===== src/rtl/fpu_arbiter.sv =====
// Round-robin arbiter sharing a single FPU adder among N_REQ requesters.
// Define FPU_ARB_WDOG_EN to bound WAIT with a TIMEOUT response after WDOG_CYCLES.
module fpu_arbiter #(
    parameter int N_REQ       = 4,
    parameter int DATA_W      = 32,
    parameter int STATUS_W    = 4,
    parameter int WDOG_CYCLES = 64
) (
    input  logic                      clock_100Khz,
    input  logic                      reset,
    input  logic [N_REQ-1:0]          req_valid,
    input  logic [N_REQ*DATA_W-1:0]   req_op_a,
    input  logic [N_REQ*DATA_W-1:0]   req_op_b,
    output logic [N_REQ-1:0]          req_ready,
    output logic [N_REQ-1:0]          rsp_valid,
    output logic [DATA_W-1:0]         rsp_data,
    output logic [STATUS_W-1:0]       rsp_status,
    output logic [DATA_W-1:0]         fpu_op_a,
    output logic [DATA_W-1:0]         fpu_op_b,
    output logic                      fpu_start,
    input  logic                      fpu_done,
    input  logic [DATA_W-1:0]         fpu_data,
    input  logic [STATUS_W-1:0]       fpu_status
);
    localparam int PTR_W = $clog2(N_REQ);

    typedef enum logic [1:0] {IDLE, ISSUE, WAIT, RESPOND} state_t;

    state_t              state_q, state_d;
    logic [PTR_W-1:0]    ptr_q, ptr_d;
    logic [PTR_W-1:0]    gnt_q, gnt_d;
    logic [DATA_W-1:0]   op_a_q, op_a_d;
    logic [DATA_W-1:0]   op_b_q, op_b_d;
    logic [DATA_W-1:0]   rsp_data_q, rsp_data_d;
    logic [STATUS_W-1:0] rsp_status_q, rsp_status_d;
    logic [N_REQ-1:0]    rsp_valid_q, rsp_valid_d;
    logic                start_q, start_d;
    logic                found;
    logic [PTR_W-1:0]    pick;
    logic [PTR_W-1:0]    cand;
`ifdef FPU_ARB_WDOG_EN
    localparam int WDOG_W = $clog2(WDOG_CYCLES + 1);
    logic [WDOG_W-1:0]   wdog_q, wdog_d;
`endif

    // First requesting index at or after ptr, wrapping around.
    always_comb begin
        found = 1'b0;
        pick  = ptr_q;
        cand  = ptr_q;
        for (int i = 0; i < N_REQ; i++) begin
            cand = PTR_W'((int'(ptr_q) + i) % N_REQ);
            if (!found && req_valid[cand]) begin
                found = 1'b1;
                pick  = cand;
            end
        end
    end

    always_comb begin
        state_d      = state_q;
        ptr_d        = ptr_q;
        gnt_d        = gnt_q;
        op_a_d       = op_a_q;
        op_b_d       = op_b_q;
        rsp_data_d   = rsp_data_q;
        rsp_status_d = rsp_status_q;
        rsp_valid_d  = '0;
        start_d      = 1'b0;
        req_ready    = '0;
`ifdef FPU_ARB_WDOG_EN
        wdog_d       = wdog_q;
`endif
        case (state_q)
            IDLE: begin
                if (found) begin
                    req_ready = N_REQ'(1) << pick;
                    gnt_d     = pick;
                    op_a_d    = req_op_a[int'(pick)*DATA_W +: DATA_W];
                    op_b_d    = req_op_b[int'(pick)*DATA_W +: DATA_W];
                    start_d   = 1'b1;
                    state_d   = ISSUE;
                end
            end
            ISSUE: begin
                state_d = WAIT;
`ifdef FPU_ARB_WDOG_EN
                wdog_d  = '0;
`endif
            end
            WAIT: begin
                if (fpu_done) begin
                    rsp_data_d   = fpu_data;
                    rsp_status_d = fpu_status;
                    rsp_valid_d  = N_REQ'(1) << gnt_q;
                    state_d      = RESPOND;
                end
`ifdef FPU_ARB_WDOG_EN
                // A real completion on the final cycle still wins over the timeout.
                else if (wdog_q == WDOG_W'(WDOG_CYCLES - 1)) begin
                    rsp_data_d   = '0;
                    rsp_status_d = {STATUS_W{1'b1}};
                    rsp_valid_d  = N_REQ'(1) << gnt_q;
                    state_d      = RESPOND;
                end else begin
                    wdog_d = wdog_q + WDOG_W'(1);
                end
`endif
            end
            RESPOND: begin
                ptr_d   = (gnt_q == PTR_W'(N_REQ - 1)) ? '0 : gnt_q + PTR_W'(1);
                state_d = IDLE;
            end
            default: state_d = IDLE;
        endcase
        if (reset) req_ready = '0;
    end

    always_ff @(posedge clock_100Khz) begin
        if (reset) begin
            state_q      <= IDLE;
            ptr_q        <= '0;
            gnt_q        <= '0;
            op_a_q       <= '0;
            op_b_q       <= '0;
            rsp_data_q   <= '0;
            rsp_status_q <= '0;
            rsp_valid_q  <= '0;
            start_q      <= 1'b0;
`ifdef FPU_ARB_WDOG_EN
            wdog_q       <= '0;
`endif
        end else begin
            state_q      <= state_d;
            ptr_q        <= ptr_d;
            gnt_q        <= gnt_d;
            op_a_q       <= op_a_d;
            op_b_q       <= op_b_d;
            rsp_data_q   <= rsp_data_d;
            rsp_status_q <= rsp_status_d;
            rsp_valid_q  <= rsp_valid_d;
            start_q      <= start_d;
`ifdef FPU_ARB_WDOG_EN
            wdog_q       <= wdog_d;
`endif
        end
    end

    assign rsp_valid  = rsp_valid_q;
    assign rsp_data   = rsp_data_q;
    assign rsp_status = rsp_status_q;
    assign fpu_op_a   = op_a_q;
    assign fpu_op_b   = op_b_q;
    assign fpu_start  = start_q;

endmodule


===== config.mk =====
export PLATFORM = sky130hd
export DESIGN_NAME = fpu_arbiter
export DESIGN_NICKNAME = d
export VERILOG_FILES = /design/src/rtl/fpu_arbiter.sv
export SDC_FILE = /design/constraint.sdc
export NUM_CORES = 1
export LEC_CHECK = 0
export BUFFER_PORTS_ARGS = -buffer_cell sky130_fd_sc_hd__buf_2
export CORE_AREA = 2 2 157 159
export DETAILED_ROUTE_END_ITERATION = 8
export DIE_AREA = 0 0 159 161
export GPL_TIMING_DRIVEN = 1
export PLACE_DENSITY = 0.66
export SYNTH_ARGS = -nofsm -noshare
export SYNTH_HDL_FRONTEND = slang
export SYNTH_SLANG_ARGS = --single-unit
export TNS_END_PERCENT = 30

===== constraint.sdc =====
create_clock -name clock_100Khz -period 1.9 [get_ports clock_100Khz]
set_clock_uncertainty 0.05 [all_clocks]
set_input_delay 0.095 -clock clock_100Khz [delete_from_list [all_inputs] [get_ports clock_100Khz]]
set_output_delay 0.095 -clock clock_100Khz [all_outputs]
set_load 0.1 [all_outputs]

==> results.sh, run 1 <==
export IMPL_cpPeakStageDelay_ns=0.38
export IMPL_crit_type="flop to output port"
export IMPL_final_util_pct=45.21
export IMPL_antenna_left=0
export IMPL_io_pins=408
export IMPL_fmax_mhz=510.7
export IMPL_final_period_utilization_pct=103.1
export IMPL_synthCells=815
export IMPL_cts_buffer_depth=2
export IMPL_cp_max_fo=5
export IMPL_gp_congestion=0.9499
export IMPL_crit_chain="and3b_2 -> nor4_4 -> or2_4 -> buf_12 -> nor3_4 -> buf_12"
export IMPL_synth_area_um2=6845
export IMPL_die_h_um=161
export IMPL_cts_clk_slew_worst_paths_ns=0.09
export IMPL_avgViaCountPerCell=5.194
export IMPL_yosysTopAreaCellShare_pct=32.46
export IMPL_synthToLayoutAreaGrowth_pct=58.25
export IMPL_cts_tree="yes"
export IMPL_p_per_area_nw_per_um2=1299
export IMPL_antenna_found_initial=2
export IMPL_drive_gt1_share_pct=49.96
export IMPL_cts_made_buffers=9
export IMPL_holdWs_ns=0.0007742
export IMPL_fp_dieArea_um2=25600
export IMPL_drv_slew=0
export IMPL_ir_drop_uv=889.2
export IMPL_synthDistinctLibCells=40
export IMPL_drv_cap=0
export IMPL_first_pass_iters=7
export IMPL_cts_sinks=111
export IMPL_drc_errors=0
export IMPL_vias=8212
export IMPL_fillCellCount=2352
export IMPL_regArea_um2=2232
export IMPL_grt_max_degree=67
export IMPL_place_inst=1484
export IMPL_synth_seq_cells=111
export IMPL_cp_data_arrival_time_ns=1.81
export IMPL_core_um2=23960
export IMPL_synth_top_cell_by_area="dfxtp_1"
export IMPL_p_total_mw=14.07
export IMPL_port_buffer_count=407
export IMPL_drtIter0Drc=691
export IMPL_crit_buf_inv=2
export IMPL_m1WireLength_um=12280
export IMPL_hold_class="primary input to flop"
export IMPL_fin_cells=1581
export IMPL_finalNetCount=1552
export IMPL_wl_met2_um=14910
export IMPL_hold_viol_final=0
export IMPL_clk_latency_ns=0.36
export IMPL_synth_common_cells="nand2_1, dfxtp_1, inv_1"
export IMPL_synth_avg_cell_area_um2=8.399
export IMPL_setup_ws_ns=-0.05797
export IMPL_synth_edff_count=0
export IMPL_synthArstFlopShare_pct=0
export IMPL_cp_slowest_cell="dfxtp_4"
export IMPL_end_kind="output port"
export IMPL_max_slew_margin_pct=64.65
export IMPL_synth_top_cells_by_area="dfxtp_1, a221oi_2, nand2_1"
export IMPL_highest_layer="met4"
export IMPL_crit_path_start_kind="flop"
export IMPL_die_x_um=159
export IMPL_leakage_nw=4.948
export IMPL_synth_most_common_cell="nand2_1"
export IMPL_yosysWarnings=0
export IMPL_finalWirelength_um=30390
export IMPL_wl_met3_um=2069
export IMPL_cp_common_cell="buf_12"
export IMPL_track_usage_pct=22.09
export IMPL_root_buffer="clkbuf_16"
export IMPL_worst_pin_slew_ns=0.5339
export IMPL_dp_hpwl_um=19920
export IMPL_grt_overflow=0
export IMPL_rows=57
export IMPL_crit_required_ns=1.75
export IMPL_fin_tns_setup_ns=-0.1774
export IMPL_synth_seq_area_share_pct=32.46
export IMPL_finalSetupViolations=4
export IMPL_multi_input_area_um2=4203
export IMPL_routedWlPerCell_um=19.22
export IMPL_violations="setup timing"
export IMPL_fin_crit_ns=1.958
export IMPL_htree_levels=3
export IMPL_grt_pass1_vias=7934
export IMPL_syn_nets=1119
export IMPL_synth_flop_cell="dfxtp_1"
export IMPL_grt_setup_unrepaired="yes"
export IMPL_start_util_pct=28.57
export IMPL_status="finished with violations"
export IMPL_critPathTopFamily="simple AND/OR/NAND/NOR gates"
export IMPL_grt_pass1_wl_um=44510
## state kept, by name, summed over array words and instances (netlist names)
signal / count
gnt_q: 2
rsp_valid: 4
state_q: 2
fpu_op_b: 32
rsp_data: 32
rsp_status: 4
fpu_start: 1
ptr_q: 2
fpu_op_a: 32
## metal layers
layer | global-route usage [%] | vias to the layer above
li1 | - | 3844
met1 | 26.15 | 3887
met2 | 38.74 | 402
met3 | 4.263 | 79
met4 | 10.21 | 0
met5 | 0 | -
## tightest hold or removal path, delay by kind of cell
kind,cells,cell delay (ns)
buffers and inverters,1,0.08
AO/OA/AOI/OAI,2,0.22
## stage by stage
stage | cell area, um2 | worst slack, ns
2_1_floorplan | 6950 | -0.1087
3_3_place_gp | 9335 | 0.002899
3_5_place_dp | 9335 | -0.06719
4_1_cts | 10450 | -0.1273
5_1_grt | 10830 | -0.1322
6_report | 10830 | -0.05797
## power breakdown
group | internal [mW] | total (mW) | switching (mW)
Sequential | 2.96 | 3.32 | 0.366
Clock | 0.963 | 1.99 | 1.02
Combinational | 2.08 | 8.76 | 6.68
Total | 6.00 | 14.1 | 8.07
## layout make-up
class,instances,area share (%)
clock inverter,6,0.5660
tap,324,3.742
inverter,68,2.356
sequential,111,20.61
clock buffer,10,2.206
multi-input combinational,546,38.80
antenna,4,0.09240
timing repair buffer,512,31.64
## repair_timing
action	CTS	global route
hold buffers	40	0
endpoints found under the hold margin	41	0
pin swaps	23	16
buffers inserted	14	14
gates resized for setup	25	38
endpoints found under the setup margin	11	67
gates cloned	6	3
## kinds of logic after synthesis
kind of cell               Yosys count  synth area share (%)
and+or+nand+nor                    237                 16.58
AOI/OAI and AO/OA                  300                 37.89
DFF                                111                 32.46
adders and majority gates            5                0.9139
muxes                                3                0.4387
buffers and inverters              159                 11.72
## final timing paths
path                                                start                   endpoint  slack [ns]  depth (start not counted)
worst max-delay path                ptr_q[1]$_SDFFE_PP0N_               req_ready[1]       -0.06                          6
worst min-delay path                         req_op_b[64]   fpu_op_b[0]$_SDFFE_PP0P_      0.0008                          3
worst max register to register      ptr_q[0]$_SDFFE_PP0N_   fpu_op_a[8]$_SDFFE_PP0P_        0.03                          6
worst min register to register  fpu_op_a[14]$_SDFFE_PP0P_  fpu_op_a[14]$_SDFFE_PP0P_        0.40                          2
## cells in the final DEF, fill, tap and decap left out, types with 3 or more instances in the layout
cell type,count
clkbuf_16,11
dlygate4sd3_1,40
dfxtp_1,107
mux2i_1,3
a211oi_1,37
buf_6,5
bufbuf_16,4
a221oi_1,3
o31ai_1,44
inv_1,66
and2_1,65
a211oi_2,27
o31ai_2,20
a31oi_1,63
nor3_4,5
a221oi_2,58
buf_12,21
buf_2,403
nor2_1,7
nand2_1,140
buf_16,3
buf_4,32
diode_2,4
a21oi_1,37
ha_1,4
a221oi_4,3
Note: power is estimated with default switching activity, not from simulation.
==> run 2: changes to the inputs <==
SETUP_SLACK_MARGIN = 0.5   (was default)
==> results.sh, run 2 (synthesis results as in run 1) <==
export IMPL_status="finished with violations"
export IMPL_violations="setup timing"
export IMPL_first_pass_iters=5
export IMPL_p_total_mw=14.31
export IMPL_clock_power_share_pct=14.2
export IMPL_drtIter0Drc=676
export IMPL_gp_congestion=0.9229
export IMPL_synthToLayoutAreaGrowth_pct=67.89
export IMPL_setup_ws_ns=-0.09880
export IMPL_drv_slew=0
export IMPL_multi_input_area_um2=4456
export IMPL_grt_setup_unrepaired="yes"
export IMPL_fp_dieArea_um2=25600
export IMPL_cp_data_arrival_time_ns=1.85
export IMPL_hold_start="req_op_b[59]"
export IMPL_pwr_share_comb_pct=62.7
export IMPL_final_period_utilization_pct=105.2
export IMPL_crit_required_ns=1.75
export IMPL_fin_cells=1605
export IMPL_start_util_pct=28.57
export IMPL_fin_area_um2=11490
export IMPL_leakage_nw=5.176
export IMPL_power_internal_mw=6.105
export IMPL_crit_path_start_kind="flop"
export IMPL_end_kind="output port"
export IMPL_grt_max_degree=45
export IMPL_routedWlPerCell_um=19.23
export IMPL_fmax_mhz=500.3
export IMPL_root_buffer="clkbuf_16"
export IMPL_drv_cap=0
export IMPL_finalSetupViolations=29
export IMPL_vias=8367
export IMPL_io_pins=408
export IMPL_layout_commonest_cell="buf_2"
export IMPL_max_slew_margin_pct=62.53
export IMPL_grt_pass1_wl_um=46430
export IMPL_crit_type="flop to output port"
export IMPL_final_util_pct=47.96
export IMPL_r2r_setup_slack_ns=-0.07
export IMPL_seq_power_share_pct=23.1
export IMPL_worst_pin_slew_ns=0.5659
export IMPL_port_buffer_count=407
export IMPL_hold_viol_final=0
export IMPL_critical_path_startpoint="ptr_q[1]$_SDFFE_PP0N_"
export IMPL_cp_max_fo=4
export IMPL_cts_made_buffers=9
export IMPL_antenna_found_initial=1
export IMPL_drc_errors=0
export IMPL_grt_pass1_vias=8374
export IMPL_place_area_um2=9472
export IMPL_fillCellCount=2335
export IMPL_antenna_left=0
export IMPL_die_h_um=161
export IMPL_htree_levels=3
export IMPL_finalWirelength_um=30860
export IMPL_regToRegStartpoint="ptr_q[1]$_SDFFE_PP0N_"
export IMPL_regArea_um2=2237
export IMPL_avgViaCountPerCell=5.213
export IMPL_core_um2=23960
export IMPL_layout_common_cells="buf_2, nand2_1, dfxtp_1"
export IMPL_ir_drop_uv=621.5
export IMPL_finalNetCount=1579
export IMPL_dp_hpwl_um=19590
export IMPL_cts_sinks=111
export IMPL_hold_class="primary input to flop"
export IMPL_rows=57
export IMPL_die_x_um=159
export IMPL_track_usage_pct=22.91
export IMPL_grt_overflow=0
export IMPL_cts_buffer_depth=2
export IMPL_fin_crit_ns=1.999
export IMPL_place_inst=1487
export IMPL_p_sw_mw=8.203
export IMPL_drive_gt1_share_pct=51.88
export IMPL_swShare_pct=57.33
export IMPL_cts_clk_slew_worst_paths_ns=0.09
export IMPL_clk_latency_ns=0.37
export IMPL_p_per_area_nw_per_um2=1245
export IMPL_cts_tree="yes"
[run 2: changes by cell type in the layout (fill, tap and decap cells not counted), sizes merged]
cell,change
buf,+5
bufbuf,+1
clkbuf,-1
clkinv,+2
clkinvlp,-1
diode,-3
dlygate4sd3,+22
or2,-1
[run 2: final timing paths]
| path | endpoint | depth (start not counted) |
|---|---|---|
| setup / recovery | req_ready[0] | 6 |
| hold / removal | fpu_op_b[27]$_SDFFE_PP0P_ | 3 |
| setup reg to reg | fpu_op_b[28]$_SDFFE_PP0P_ | 9 |
| hold reg to reg | fpu_op_a[12]$_SDFFE_PP0P_ | 2 |
[run 2: critical path, stage by stage (launching register included)]
cell and delay, ns:
dfxtp_4 0.36, buf_4 0.15, o21bai_4 0.20, and3_4 0.23, buf_12 0.14, nor3_4 0.20
buf_12 0.20
[run 2: area by class of cell]
class	count	area share, %
inverters	68	2.243
diodes	1	0.02177
multi-input cells	545	38.77
clock inverters	7	0.7077
clock buffers	9	1.960
repair buffers	540	33.30
flip-flops and latches	111	19.47
well taps	324	3.527
[run 2: stage by stage]
| step | hold slack [ns] | setup slack (ns) | setup TNS (ns) |
|---|---|---|---|
| floorplan | 0.1810 | -0.1083 | -0.3974 |
| global placement | 0.2846 | -0.06614 | -0.07908 |
| detailed placement | 0.2911 | -0.08323 | -0.1068 |
| CTS | 0.001558 | -0.2480 | -5.282 |
| global route | 0.01616 | -0.1908 | -4.968 |
| finish | 0.009128 | -0.09880 | -1.148 |
[run 2: timing repair]
action | in CTS | in global routing
hold buffers | 62 | 0
pin swaps | 12 | 11
gates cloned | 10 | 2
gates resized for setup | 45 | 56
hold endpoints to repair | 62 | 0
setup endpoints to repair | 105 | 111
buffers inserted | 20 | 7
[run 2: power by group through the flow]
| stage | sequential, mW | combinational [mW] | clock [mW] |
|---|---|---|---|
| floorplan | 7.58 | 2.31 | 0 |
| global placement | 3.32 | 8.17 | 0 |
| detailed placement | 3.33 | 8.22 | 0 |
| CTS | 3.29 | 8.74 | 2.09 |
| global route | 3.39 | 9.33 | 2.18 |
| finish | 3.30 | 8.97 | 2.03 |
[run 2: per-layer routing]
metal	GRT usage, %	part of all wire [%]	vias to the layer above
met5	0	0.026	-
met4	9.917	3.5	2
met3	4.443	6.6	81
met2	39.96	50	421
met1	27.54	39	3972
li1	-	-	3891
==> run 3: changes to the inputs <==
SKIP_CTS_REPAIR_TIMING = 1   (was default)
==> results.sh, run 3 (synthesis results as in run 1) <==
export IMPL_antenna_left=0
export IMPL_fmax_mhz=469.3
export IMPL_die_x_um=159
export IMPL_drv_slew=0
export IMPL_grt_pass1_vias=7600
export IMPL_violations="hold timing, setup timing"
export IMPL_cp_max_fo=5
export IMPL_cts_clk_slew_worst_paths_ns=0.09
export IMPL_first_pass_iters=5
export IMPL_grt_overflow=0
export IMPL_finalNetCount=1567
export IMPL_track_usage_pct=20.52
export IMPL_drtIter0Drc=648
export IMPL_place_area_um2=9472
export IMPL_worst_pin_slew_ns=0.5679
export IMPL_rows=57
export IMPL_setup_ws_ns=-0.2310
export IMPL_place_ws_ns=-0.08323
export IMPL_core_um2=23960
export IMPL_synthToLayoutAreaGrowth_pct=64.47
export IMPL_drv_cap=0
export IMPL_die_h_um=161
export IMPL_r2r_setup_slack_ns=-0.15
export IMPL_drive_gt1_share_pct=51.26
export IMPL_routedWlPerCell_um=19.92
export IMPL_io_pins=408
export IMPL_crit_path_start_kind="flop"
export IMPL_crit_required_ns=1.75
export IMPL_fin_area_um2=11260
export IMPL_cts_buffer_depth=2
export IMPL_ir_drop_uv=602.5
export IMPL_end_kind="output port"
export IMPL_fin_crit_ns=2.131
export IMPL_fillCellCount=2364
export IMPL_final_util_pct=46.98
export IMPL_p_per_area_nw_per_um2=1270
export IMPL_hold_class="primary input to flop"
export IMPL_vias=8430
export IMPL_grt_pass1_wl_um=42110
export IMPL_drc_errors=0
export IMPL_crit_type="flop to output port"
export IMPL_fp_dieArea_um2=25600
export IMPL_grt_max_degree=45
export IMPL_cts_sinks=111
export IMPL_finalSetupViolations=60
export IMPL_final_period_utilization_pct=112.2
export IMPL_leakage_nw=5.098
export IMPL_cp_data_arrival_time_ns=1.99
export IMPL_htree_levels=3
export IMPL_gp_congestion=0.9229
export IMPL_cts_made_buffers=9
export IMPL_root_buffer="clkbuf_16"
export IMPL_holdWs_ns=-0.007119
export IMPL_dp_hpwl_um=19590
export IMPL_antenna_found_initial=1
export IMPL_start_util_pct=28.57
export IMPL_max_slew_margin_pct=62.40
export IMPL_layout_common_cells="buf_2, nand2_1, dfxtp_1"
export IMPL_grt_setup_unrepaired="yes"
export IMPL_finalWirelength_um=31730
export IMPL_avgViaCountPerCell=5.292
export IMPL_port_buffer_count=407
export IMPL_layout_commonest_cell="buf_2"
export IMPL_cts_tree="yes"
export IMPL_hold_viol_final=1
export IMPL_status="finished with violations"
export IMPL_clk_latency_ns=0.37
## run 3: cell types whose count changed in the layout (fill, tap and decap cells not counted), sizes merged
cell and delta:
buf +3, bufbuf -5, clkbuf +13, dlygate4sd3 -23
## run 3: cell type report
cell class | instances | area, um2 | share of cell area (%)
Inverter | 68 | 257.7 | 2.289
Multi-Input combinational cell | 545 | 4344 | 38.59
Clock buffer | 9 | 225.2 | 2.000
Antenna cell | 1 | 2.502 | 0.02223
Tap cell | 324 | 405.4 | 3.601
Clock inverter | 7 | 81.33 | 0.7224
Timing Repair Buffer | 528 | 3705 | 32.91
Sequential cell | 111 | 2237 | 19.87
## run 3: per-layer routing
layer	track usage [%]	share of wire (%)	vias up
met1	26.01	40	3989
met4	6.901	2.9	2
met2	35.38	50	476
met3	3.595	7.3	91
li1	-	-	3872
met5	0	0.022	-
## run 3: final timing paths
check / from / to / cells after the start
hold reg to reg: fpu_op_b[5]$_SDFFE_PP0P_ / fpu_op_b[5]$_SDFFE_PP0P_ / 2
setup reg to reg: ptr_q[1]$_SDFFE_PP0N_ / fpu_op_b[19]$_SDFFE_PP0P_ / 9
hold / removal: req_op_b[93] / fpu_op_b[29]$_SDFFE_PP0P_ / 3
setup / recovery: ptr_q[1]$_SDFFE_PP0N_ / req_ready[3] / 7
## run 3: power by group
part	switching, mW	total (mW)	internal, mW
registers	0.347	3.31	2.96
logic	6.79	8.95	2.16
clock network	1.10	2.05	0.946
## run 3: critical path, cell delays in order (launching register included)
cell and delay, ns:
dfxtp_4 0.37, and3b_2 0.21, nor4_4 0.30, buf_4 0.17, nor2_4 0.04, buf_12 0.13
nor3_4 0.19, buf_12 0.20
## run 3: per-stage QoR
step | std cells | setup TNS (ns) | hold slack, ns | total power, mW
2_1_floorplan | 815 | -0.3974 | 0.1810 | 9.887
3_3_place_gp | 1487 | -0.07908 | 0.2846 | 11.49
3_5_place_dp | 1487 | -0.1068 | 0.2911 | 11.55
4_1_cts | 1503 | -1.150 | -0.1166 | 13.60
5_1_grt | 1592 | -9.418 | 0.002491 | 14.85
6_report | 1593 | -4.496 | -0.007119 | 14.30
